## config.mk

```make
export PLATFORM = sky130hd
export DESIGN_NAME = i2c_target_regfile
export DESIGN_NICKNAME = d
export VERILOG_FILES = /design/src/rtl/i2c_target_regfile.sv
export SDC_FILE = /design/constraint.sdc
export NUM_CORES = 1
export LEC_CHECK = 0
export CORE_ASPECT_RATIO = 1.5
export CORE_MARGIN = 5
export CORE_UTILIZATION = 60
export CTS_BUF_LIST = sky130_fd_sc_hd__clkbuf_4
export CTS_CLUSTER_SIZE = 40
export DETAILED_ROUTE_END_ITERATION = 8
export DONT_BUFFER_PORTS = 1
export PLACE_DENSITY_LB_ADDON = 0.15
export SLEW_MARGIN = 40
export SYNTH_ARGS = -nofsm -noshare
export SYNTH_HDL_FRONTEND = slang
export SYNTH_SLANG_ARGS = --single-unit
```

## constraint.sdc

```tcl
create_clock -name clk_i -period 3.3 [get_ports clk_i]
set_clock_uncertainty 0.05 [all_clocks]
set_input_delay 0.66 -clock clk_i [delete_from_list [all_inputs] [get_ports clk_i]]
set_output_delay 0.66 -clock clk_i [all_outputs]
set_load 0.005 [all_outputs]
```

## src/rtl/i2c_target_regfile.sv

```systemverilog
// i2c_target_regfile: I2C target front-end that turns bus transactions into register
// write strobes and pointer-addressed reads, with START/STOP decode and address masking.
`default_nettype none

module i2c_target_regfile #(
  parameter int NUM_REGS    = 256,
  parameter int SYNC_STAGES = 2
) (
  input  logic       clk_i,
  input  logic       rst_ni,
  input  logic [6:0] own_addr_i,
  input  logic [6:0] addr_mask_i,
  input  logic       auto_inc_i,
  input  logic       scl_i,
  input  logic       sda_i,
  output logic       sda_oe_o,
  output logic       wr_en_o,
  output logic [7:0] wr_addr_o,
  output logic [7:0] wr_data_o,
  output logic [7:0] rd_addr_o,
  input  logic [7:0] rd_data_i,
  output logic       start_o,
  output logic       stop_o,
  output logic       busy_o
);

  typedef enum logic [3:0] {
    S_IDLE      = 4'd0,
    S_ADDR      = 4'd1,
    S_ADDR_ACK  = 4'd2,
    S_REG       = 4'd3,
    S_REG_ACK   = 4'd4,
    S_WDATA     = 4'd5,
    S_WDATA_ACK = 4'd6,
    S_RDATA     = 4'd7,
    S_RDATA_ACK = 4'd8,
    S_IGNORE    = 4'd9
  } state_t;

  localparam logic [8:0] REG_LIMIT = 9'(NUM_REGS);
  localparam logic [7:0] LAST_REG  = 8'(NUM_REGS - 1);

  logic [SYNC_STAGES-1:0] scl_sync, sda_sync;
  logic scl_q, sda_q;
  logic scl_s, sda_s;
  logic scl_rise, scl_fall, sda_rise, sda_fall;
  logic start_det, stop_det;

  state_t     state;
  logic [3:0] cnt;
  logic [7:0] shreg;
  logic       rw;
  logic [7:0] ptr;
  logic [7:0] byte_in;
  logic       addr_match;
  logic       byte_ok;
  logic       ptr_ok;

  always_ff @(posedge clk_i) begin
    if (!rst_ni) begin
      scl_sync <= '1;
      sda_sync <= '1;
      scl_q    <= 1'b1;
      sda_q    <= 1'b1;
    end else begin
      scl_sync <= {scl_sync[SYNC_STAGES-2:0], scl_i};
      sda_sync <= {sda_sync[SYNC_STAGES-2:0], sda_i};
      scl_q    <= scl_s;
      sda_q    <= sda_s;
    end
  end

  assign scl_s     = scl_sync[SYNC_STAGES-1];
  assign sda_s     = sda_sync[SYNC_STAGES-1];
  assign scl_rise  = scl_s & ~scl_q;
  assign scl_fall  = ~scl_s & scl_q;
  assign sda_rise  = sda_s & ~sda_q;
  assign sda_fall  = ~sda_s & sda_q;
  assign start_det = sda_fall & scl_s;
  assign stop_det  = sda_rise & scl_s;

  assign byte_in    = {shreg[6:0], sda_s};
  assign addr_match = (((byte_in[7:1] ^ own_addr_i) & ~addr_mask_i) == 7'd0);
  assign byte_ok    = ({1'b0, byte_in} < REG_LIMIT);
  assign ptr_ok     = ({1'b0, ptr} < REG_LIMIT);
  assign rd_addr_o  = ptr;

  function automatic logic [7:0] inc_ptr(input logic [7:0] p);
    return (p == LAST_REG) ? 8'd0 : p + 8'd1;
  endfunction

  // ACK states use cnt as a phase flag: first scl_fall drives, second releases.
  always_ff @(posedge clk_i) begin
    if (!rst_ni) begin
      state     <= S_IDLE;
      cnt       <= 4'd0;
      shreg     <= 8'd0;
      rw        <= 1'b0;
      ptr       <= 8'd0;
      sda_oe_o  <= 1'b0;
      wr_en_o   <= 1'b0;
      wr_addr_o <= 8'd0;
      wr_data_o <= 8'd0;
      start_o   <= 1'b0;
      stop_o    <= 1'b0;
      busy_o    <= 1'b0;
    end else begin
      wr_en_o <= 1'b0;
      start_o <= 1'b0;
      stop_o  <= 1'b0;
      if (start_det) begin
        state    <= S_ADDR;
        cnt      <= 4'd0;
        sda_oe_o <= 1'b0;
        start_o  <= 1'b1;
        busy_o   <= 1'b1;
      end else if (stop_det) begin
        state    <= S_IDLE;
        cnt      <= 4'd0;
        sda_oe_o <= 1'b0;
        stop_o   <= 1'b1;
        busy_o   <= 1'b0;
      end else begin
        case (state)
          S_IDLE: begin
            sda_oe_o <= 1'b0;
          end
          S_ADDR: begin
            if (scl_rise) begin
              shreg <= byte_in;
              if (cnt == 4'd7) begin
                cnt   <= 4'd0;
                rw    <= sda_s;
                state <= addr_match ? S_ADDR_ACK : S_IGNORE;
              end else begin
                cnt <= cnt + 4'd1;
              end
            end
          end
          S_ADDR_ACK: begin
            if (scl_fall) begin
              if (cnt == 4'd0) begin
                sda_oe_o <= 1'b1;
                cnt      <= 4'd1;
              end else begin
                cnt <= 4'd0;
                if (rw) begin
                  // Read data MSB goes out on the same edge that ends the ACK.
                  shreg    <= {rd_data_i[6:0], 1'b0};
                  sda_oe_o <= ~rd_data_i[7];
                  state    <= S_RDATA;
                end else begin
                  sda_oe_o <= 1'b0;
                  state    <= S_REG;
                end
              end
            end
          end
          S_REG: begin
            if (scl_rise) begin
              shreg <= byte_in;
              if (cnt == 4'd7) begin
                cnt <= 4'd0;
                if (byte_ok) begin
                  ptr   <= byte_in;
                  state <= S_REG_ACK;
                end else begin
                  state <= S_IGNORE;
                end
              end else begin
                cnt <= cnt + 4'd1;
              end
            end
          end
          S_REG_ACK: begin
            if (scl_fall) begin
              if (cnt == 4'd0) begin
                sda_oe_o <= 1'b1;
                cnt      <= 4'd1;
              end else begin
                sda_oe_o <= 1'b0;
                cnt      <= 4'd0;
                state    <= S_WDATA;
              end
            end
          end
          S_WDATA: begin
            if (scl_rise) begin
              shreg <= byte_in;
              if (cnt == 4'd7) begin
                cnt <= 4'd0;
                if (ptr_ok) begin
                  wr_en_o   <= 1'b1;
                  wr_addr_o <= ptr;
                  wr_data_o <= byte_in;
                  state     <= S_WDATA_ACK;
                end else begin
                  state <= S_IGNORE;
                end
              end else begin
                cnt <= cnt + 4'd1;
              end
            end
          end
          S_WDATA_ACK: begin
            if (scl_fall) begin
              if (cnt == 4'd0) begin
                sda_oe_o <= 1'b1;
                cnt      <= 4'd1;
              end else begin
                sda_oe_o <= 1'b0;
                cnt      <= 4'd0;
                if (auto_inc_i) ptr <= inc_ptr(ptr);
                state <= S_WDATA;
              end
            end
          end
          S_RDATA: begin
            if (scl_rise) begin
              cnt <= cnt + 4'd1;
            end else if (scl_fall && cnt != 4'd0) begin
              if (cnt == 4'd8) begin
                sda_oe_o <= 1'b0;
                cnt      <= 4'd0;
                state    <= S_RDATA_ACK;
              end else begin
                sda_oe_o <= ~shreg[7];
                shreg    <= {shreg[6:0], 1'b0};
              end
            end
          end
          S_RDATA_ACK: begin
            if (scl_rise) begin
              if (!sda_s) begin
                cnt <= 4'd1;
                if (auto_inc_i) ptr <= inc_ptr(ptr);
              end else begin
                state <= S_IGNORE;
              end
            end else if (scl_fall && cnt == 4'd1) begin
              cnt      <= 4'd0;
              shreg    <= {rd_data_i[6:0], 1'b0};
              sda_oe_o <= ~rd_data_i[7];
              state    <= S_RDATA;
            end
          end
          S_IGNORE: begin
            sda_oe_o <= 1'b0;
          end
          default: begin
            state    <= S_IDLE;
            sda_oe_o <= 1'b0;
          end
        endcase
      end
    end
  end

endmodule

`default_nettype wire

```

Word-level counts from Yosys, hierarchy flattened
Index checks and enable logic that the tools add are counted.
{"block": "classes", "add_sub_neg": 2, "n_eq_ne": 57, "n_mux": 67, "n_bitwise": 22, "reduce_logical": 25}
{"cell": "$mux 8", "n": 17}
{"cell": "$mux 4", "n": 26}
{"cell": "$ne 4x4->1 const B", "n": 12}
{"cell": "$ne 2x2->1 const B", "n": 20}
{"cell": "$pmux 4 s8", "n": 1}
{"cell": "$pmux 8 s4", "n": 1}
{"cell": "$reduce_and 16->1", "n": 2}
{"cell": "$pmux 8 s3", "n": 1}
{"cell": "$eq 4x3->1 const B", "n": 5}
{"cell": "$mux 1", "n": 18}
{"cell": "$pmux 4 s4", "n": 1}
{"cell": "$ne 3x3->1 const B", "n": 5}
{"cell": "$reduce_and 7->1", "n": 2}
{"cell": "$not 1->1", "n": 13}
{"cell": "$eq 4x4->1 const B", "n": 3}
{"cell": "$reduce_and 12->1", "n": 1}
{"cell": "$reduce_bool 4->1", "n": 3}
{"cell": "$ne 5x5->1 const B", "n": 2}
{"cell": "$reduce_and 5->1", "n": 2}
{"cell": "$reduce_and 9->1", "n": 1}
{"cell": "$reduce_or 3->1", "n": 3}
{"cell": "$add 8x1->8 const B", "n": 1}
{"cell": "$eq 4x1->1 const B", "n": 2}
{"cell": "$eq 4x2->1 const B", "n": 2}
{"cell": "other kinds (18)", "n": 29}
{"block": "totals", "ff_bits": 52, "in_bits": 27, "word_cells": 190}

Logic depth before layout (Yosys ltp)
Gate-level depths: netlist of run 1.
{"block": "depth", "ltp_word": 9, "mapped_depth": 9}

Worst setup path after synthesis of run 1
No wires, ideal clock.
{"block": "synth_timing", "path_kind": "register to register", "from": "register state[1]", "to": "register ptr[2], in the netlist rd_addr_o[2]", "setup_ns": 0.131, "t_arrival_ns": 2.183, "required_ns": 3.119, "path_slack_ns": 0.936, "path_stages_with_launch": 8, "synth_period_minus_slack_ns": 2.364, "cell_sequence": "dfxtp_1 or4b_1 buf_2 or3_1 a2111o_1 buf_6 o211ai_1 o31ai_1"}
{"block": "synth_between", "elab_chain_len": 3, "word_cells_on_any_way": 12}
{"element": "start, declared", "line_no": "49", "text": "state_t state;"}
{"element": "start signal, assigned", "line_no": "134", "text": "state <= addr_match ? S_ADDR_ACK : S_IGNORE;"}
{"element": "$eq 4x3->1, or another cell as far along", "line_no": "124", "text": "case (state)"}
{"element": "$ne 2x2->1 (no line) / $reduce_bool 3->1 (equally long branches)"}
{"element": "$reduce_and 9->1 (no line)"}
{"element": "end signal, assigned", "line_no": "165", "text": "ptr <= byte_in;"}
{"element": "end signal, assigned", "line_no": "213", "text": "if (auto_inc_i) ptr <= inc_ptr(ptr);"}
{"element": "end signal, assigned", "line_no": "236", "text": "if (auto_inc_i) ptr <= inc_ptr(ptr);"}
{"element": "end, declared", "line_no": "53", "text": "logic [7:0] ptr;"}
Several ways; a longest one is shown, not always the timed one.
A chain may end at the register's enable or synchronous reset.

Worst setup path after layout of run 1
{"block": "layout_timing", "from": "register state[2]", "to": "register ptr[0], in the netlist rd_addr_o[0]"}
The elaborated chain is that of the path after synthesis.

==> results of run 1 <==
==> layer usage <==
layer / part of all wire / vias to the layer above / wire length [um]
met3: 0.043 / 27 / 327
met1: 0.39 / 1248 / 2980
met4: 0.041 / 0 / 313
li1: - / 1282 / -
met2: 0.53 / 75 / 4060
met5: 0 / - / 0
==> cell families after synthesis <==
| kind of cell | after synthesis | synth area share |
|---|---|---|
| compound gates | 91 | 0.213 |
| xor+xnor | 9 | 0.0269 |
| fa+ha+maj | 4 | 0.0171 |
| buf+inv | 33 | 0.0465 |
| flops | 52 | 0.355 |
| mux | 27 | 0.0921 |
| simple gates | 144 | 0.249 |
==> layout make-up <==
type | count | share of cell area
Clock inverter | 3 | 0.0138
Sequential cell | 52 | 0.338
Clock buffer | 5 | 0.0122
Tap cell | 66 | 0.0268
Multi-Input combinational cell | 275 | 0.573
Timing Repair Buffer | 9 | 0.0220
Inverter | 11 | 0.0134
==> through the flow <==
stage	util	hold slack (ns)	std cells	instance area (um2)	power, mW
after global routing	0.645	0.273	421	3080	1.10
after detailed placement	0.627	0.347	413	2990	0.698
after CTS	0.644	0.293	421	3070	1.06
final	0.645	0.299	421	3080	1.05
after floorplan	-	0.336	360	2930	0.687
after global placement	0.627	0.338	413	2990	0.698
==> where the power goes <==
| group | total (mW) | switching (mW) | leakage (nW) | internal, mW |
|---|---|---|---|---|
| clock | 0.362 | 0.204 | 0.0412 | 0.158 |
| combinational | 0.0485 | 0.0301 | 0.752 | 0.0185 |
| sequential | 0.638 | 0.00518 | 0.420 | 0.632 |
==> flip-flops by register name, summed over array words and instances (netlist names) <==
name	flops
sda_sync	2
sda_oe_o	1
wr_addr_o	8
sda_q	1
state	4
rd_addr_o	8
wr_data_o	8
busy_o	1
shreg	8
rw	1
scl_q	1
cnt	4
scl_sync	2
stop_o	1
wr_en_o	1
start_o	1
==> worst paths after layout <==
check	startpoint	end	depth (start not counted)
max	state[2]$_SDFFE_PP0P_	rd_addr_o[0]$_SDFFE_PN0P_	5
min	rst_ni	scl_sync[1]$_SDFF_PN1_	1
max reg2reg	state[2]$_SDFFE_PP0P_	rd_addr_o[0]$_SDFFE_PN0P_	5
min reg2reg	scl_sync[0]$_SDFF_PN1_	scl_sync[1]$_SDFF_PN1_	1
==> worst reg2reg max path: cells and delay by family, from the launching register on <==
| family | cells | cell delay, ns |
|---|---|---|
| compound gates | 3 | 0.95 |
| simple gates | 2 | 0.98 |
| flops | 1 | 0.47 |
==> synthesized netlist by cell type, drive strengths merged (4+ instances only) <==
library cell,number
a211oi,12
a21oi,19
a31oi,4
buf,6
clkbuf,16
dfxtp,52
ha,4
inv,11
mux2i,27
nand2,26
nand2b,16
nand3,9
nor2,52
nor2b,4
nor3,6
nor3b,4
o21ai,15
o21bai,4
o22ai,5
o31ai,4
or3,6
or3b,4
xnor2,7
==> key figures, run 1 <==
Timing
  • Fmax: between 300 and 400 MHz
  • Final TNS setup: 0 ns
  • Setup violators final: 0
  • Fin crit share: 0.779
  • Final Hold Viols: 0
  • Fin worst setup slack: ~0.73 ns
  • Slew headroom: 0.627
  • Slew @ Worst Pin: 0.559 ns
  • RSZ-0062 raised after global routing: no
  • Final Max Tran Viols: 0
  • Tmin final: approximately 2.6 ns

Route
  • Post-route ant nets: 0
  • DRT Wirelength: 7.69 mm
  • Detailed-route via count: 2632
  • Remaining DRCs: 0
  • Detailed Routing Iterations Pass 1: 5
  • WL/cell: approximately 18 um
  • Vias/cell: approximately 6.3
  • Initial DRC count: 208

Global routing
  • Busiest grt layer: met2
  • Global router's overall resource usage: 0.252
  • Met2 usage: 0.437
  • Number of global-route vias before repair: 2538
  • Met1 global-route usage: 0.288
  • Met3 GRT Util: 0.0448
  • Pin count of the biggest net entering global routing: 26
  • First-pass GRT wire length: 12.4 mm
  • Initial antenna violation count: 0
  • GRT Residual Overflow: 0

Logic synthesis
  • Yosys warnings: 0
  • Area contributors post-synth: dfxtp_1, mux2i_1, nor2_1
  • Post-Syn Area: about 2900 um2
  • Async S/R FF share, synth: 0
  • Syn Inst Count: 360
  • Register area share after synthesis: 0.355
  • Synth Area per Inst: 8.15 um2
  • FF+latch count, synth: 52
  • Area leader, netlist: dfxtp_1
  • Synth cell types: 54
  • Synth Flop Type: dfxtp_1
  • Post-synth top area share: 0.355
  • Mapped Nets: 391
  • Post-synth EDFFs: 0

CTS
  • Post_cts resized: 0
  • CTS Buf Count: 5
  • Clk_lat worst skew: 0.38 ns
  • CTS Sinks: 52
  • Hold-fix buffers, CTS: 0
  • TritonCTS clock tree: yes
  • Root Driver: clkbuf_4
  • Clk slew on worst S/H paths: 0.16 ns
  • Post CTS Setup Buffer Count: 0
  • H-tree depth: 2
  • Clk buf depth: 2

Pwr
  • Pleak: 1.21 nW
  • PD cells: between 300 and 400 nW/um2
  • VDD IR max: 279 uV

Min path
  • Worst min path class: in -> reg

Die
  • Row cnt: 31
  • Starting Density: 0.615
  • Placeable Area: 4770 um2
  • Die footprint: around 6400 um2
  • Die X-Extent: 67.1 um
  • Die Y: roughly 96 um
  • I/O pin count: 56

Placement
  • Worst slack, placed: 0.808 ns
  • PortBufs: 0
  • Post-DP HPWL: 5.60 mm
  • RePlAce Congestion: 1.01

Setup path
  • Crit-path cells: or4b_1 > or3_1 > a2111o_1 > a221oi_1 > a211oi_1
  • Crit path buf inv count: 0
  • Worst path slowest cell: a2111o_1
  • CP arrival: 2.77 ns
  • Startpoint Class: register
  • Req. time, crit path: 3.50 ns
  • FF-to-FF setup slack: between 0.7 and 0.8 ns
  • CP Max Fanout: 15
  • WS Path Type: reg -> reg
  • CP Capture Type: register
  • Crit-path leading delay family: simple AND/OR/NAND/NOR gates
  • Crit-path max cell delay: 0.58 ns

Cells and area
  • Nets@finish: 385
  • Most frequent cells in the layout: nor2_1, dfxtp_1, mux2i_1
  • P&R area growth vs syn: 4.86%
  • FF/Latch Area: 1040 um2
  • Area of the multi-input gates: 1760 um2
  • Share of cells above drive strength 1: 0.0761
  • Fillers: 436
  • Ant diodes: 0

Run status
  • Status: completed

Flow run
  • Max_cap viols: 0
Note: power is estimated with default switching activity, not from simulation.
==> run 2, diff against run 1 <==
Settings changed: CORE_UTILIZATION 60 to 59.
Clock period 3.3 ns to 2.26 ns, I/O delays scaled along.
==> run 2 against run 1 <==
Net effect: the flow now finishes with violations (negative setup slack); highest routed layer unchanged; count of clock-buffer cells in the layout unchanged; final cell count is 6.2% higher; critical path depth up 1.
==> key figures, run 2 (synthesis gave the netlist of run 1 again) <==
Timing
  • Slew headroom: 0.713
  • Final Max Tran Viols: 0
  • Final Hold Viols: 0
  • RSZ-0062 raised after global routing: yes
  • WHS: 0.106 ns
  • Tmin final: ~2.3 ns
  • Slew @ Worst Pin: 0.426 ns
  • Fmax: 433 MHz
  • Setup violators final: 4
  • Fin crit share: 1.02
  • Fin worst setup slack: -0.0491 ns

Cells and area
  • Nets@finish: 411
  • Ant diodes: 0
  • Share of cells above drive strength 1: 0.178
  • Final Non-Filler Cells: approximately 450
  • Commonest non-fill, non-tap cell in the layout: nor2_1
  • Most frequent cells in the layout: nor2_1, dfxtp_1, buf_4
  • Fin util: 0.699
  • P&R area growth vs syn: 15.6%
  • Fillers: 427

CTS
  • Clk buf depth: 2
  • H-tree depth: 2
  • Root Driver: clkbuf_4
  • Hold-fix buffers, CTS: 0
  • Clk_lat worst skew: ~0.36 ns
  • CTS Sinks: 52
  • CTS Buf Count: 5
  • TritonCTS clock tree: yes
  • Clk slew on worst S/H paths: 0.14 ns

Pwr
  • PD cells: 451 nW/um2
  • VDD IR max: between 400 and 500 uV
  • Final Power: 1.53 mW
  • Pleak: 1.36 nW

Placement
  • Post-DP HPWL: 6.01 mm
  • Worst slack, placed: -0.0410 ns
  • Cells after DPL: 436
  • RePlAce Congestion: 0.930
  • PortBufs: 0

Die
  • Die X-Extent: 67.6 um
  • Row cnt: 31
  • Die footprint: 6510 um2
  • Starting Density: 0.605
  • Placeable Area: 4850 um2
  • I/O pin count: 56
  • Die Y: 96.4 um

Setup path
  • Startpoint Class: register
  • WS Path Type: reg -> reg
  • CP Max Fanout: 4
  • CP arrival: between 2 and 3 ns
  • CP Capture Type: register
  • Req. time, crit path: roughly 2.5 ns

Global routing
  • Pin count of the biggest net entering global routing: 33
  • First-pass GRT wire length: between 10 and 15 mm
  • Initial antenna violation count: 0
  • GRT Residual Overflow: 0
  • Number of global-route vias before repair: 2711
  • Global router's overall resource usage: 0.260

Route
  • Initial DRC count: approximately 200
  • Detailed-route via count: 2775
  • Post-route ant nets: 0
  • Detailed Routing Iterations Pass 1: 5
  • Vias/cell: approximately 6.2
  • WL/cell: 18.2 um
  • DRT Wirelength: 8.12 mm
  • Remaining DRCs: 0

Min path
  • Worst min path class: in -> reg

Run status
  • Failing checks: negative setup slack
  • Status: finished, violations left

Flow run
  • Max_cap viols: 0
==> run 2: cell types whose count changed in the layout (fill, tap and decap cells not counted), sizes merged <==
cell,delta
clkinvlp,-1
buf,+26
clkinv,+1
==> run 2: power breakdown <==
group / internal (mW) / switching (mW)
combinational: 0.0334 / 0.0468
clock: 0.232 / 0.288
sequential: 0.922 / 0.00561
==> run 2: layout make-up <==
class	instances	area [um2]	area share
Tap cell	66	82.6	0.0244
Inverter	11	41.3	0.0122
Sequential cell	52	1050	0.309
Clock buffer	5	37.5	0.0111
Multi-Input combinational cell	275	1840	0.544
Clock inverter	3	42.5	0.0125
Timing Repair Buffer	35	295	0.0871
==> run 2: timing repair <==
item	4_1_cts	5_1_grt
setup endpoints to repair	5	12
gates resized for setup	1	24
gates cloned	0	0
pin swaps	1	6
buffers inserted	0	3
hold endpoints to repair	0	0
==> run 2: through the flow <==
step                      cell area (um2)  setup TNS (ns)
after floorplan                      2940          -0.257
after global placement               3190               0
after detailed placement             3190         -0.0517
after CTS                            3270               0
after global routing                 3390          -0.680
final                                3390          -0.137
==> run 2: worst max-delay path: stages, from the launching register on <==
cell	delay [ns]
dfxtp_4	0.38
or4b_4	0.51
or3_4	0.34
a2111o_1	0.50
buf_4	0.18
o211ai_1	0.15
o31ai_1	0.09
==> run 2: metal layers <==
| metal | vias to the layer above | track usage | share of wire |
|---|---|---|---|
| li1 | 1345 | - | - |
| met1 | 1286 | 0.283 | 0.37 |
| met2 | 110 | 0.458 | 0.54 |
| met3 | 34 | 0.0467 | 0.049 |
| met4 | 0 | 0.154 | 0.047 |
| met5 | - | 0 | 0 |
==> run 2: path summary, 6_finish.rpt <==
kind | slack (ns) | cells past startpoint | end | startpoint
max | -0.05 | 6 | rd_addr_o[2]$_SDFFE_PN0P_ | state[0]$_SDFFE_PN0P_
min | 0.11 | 1 | scl_q$_SDFF_PN1_ | rst_ni
max reg2reg | -0.05 | 6 | rd_addr_o[2]$_SDFFE_PN0P_ | state[0]$_SDFFE_PN0P_
min reg2reg | 0.38 | 1 | scl_sync[1]$_SDFF_PN1_ | scl_sync[0]$_SDFF_PN1_
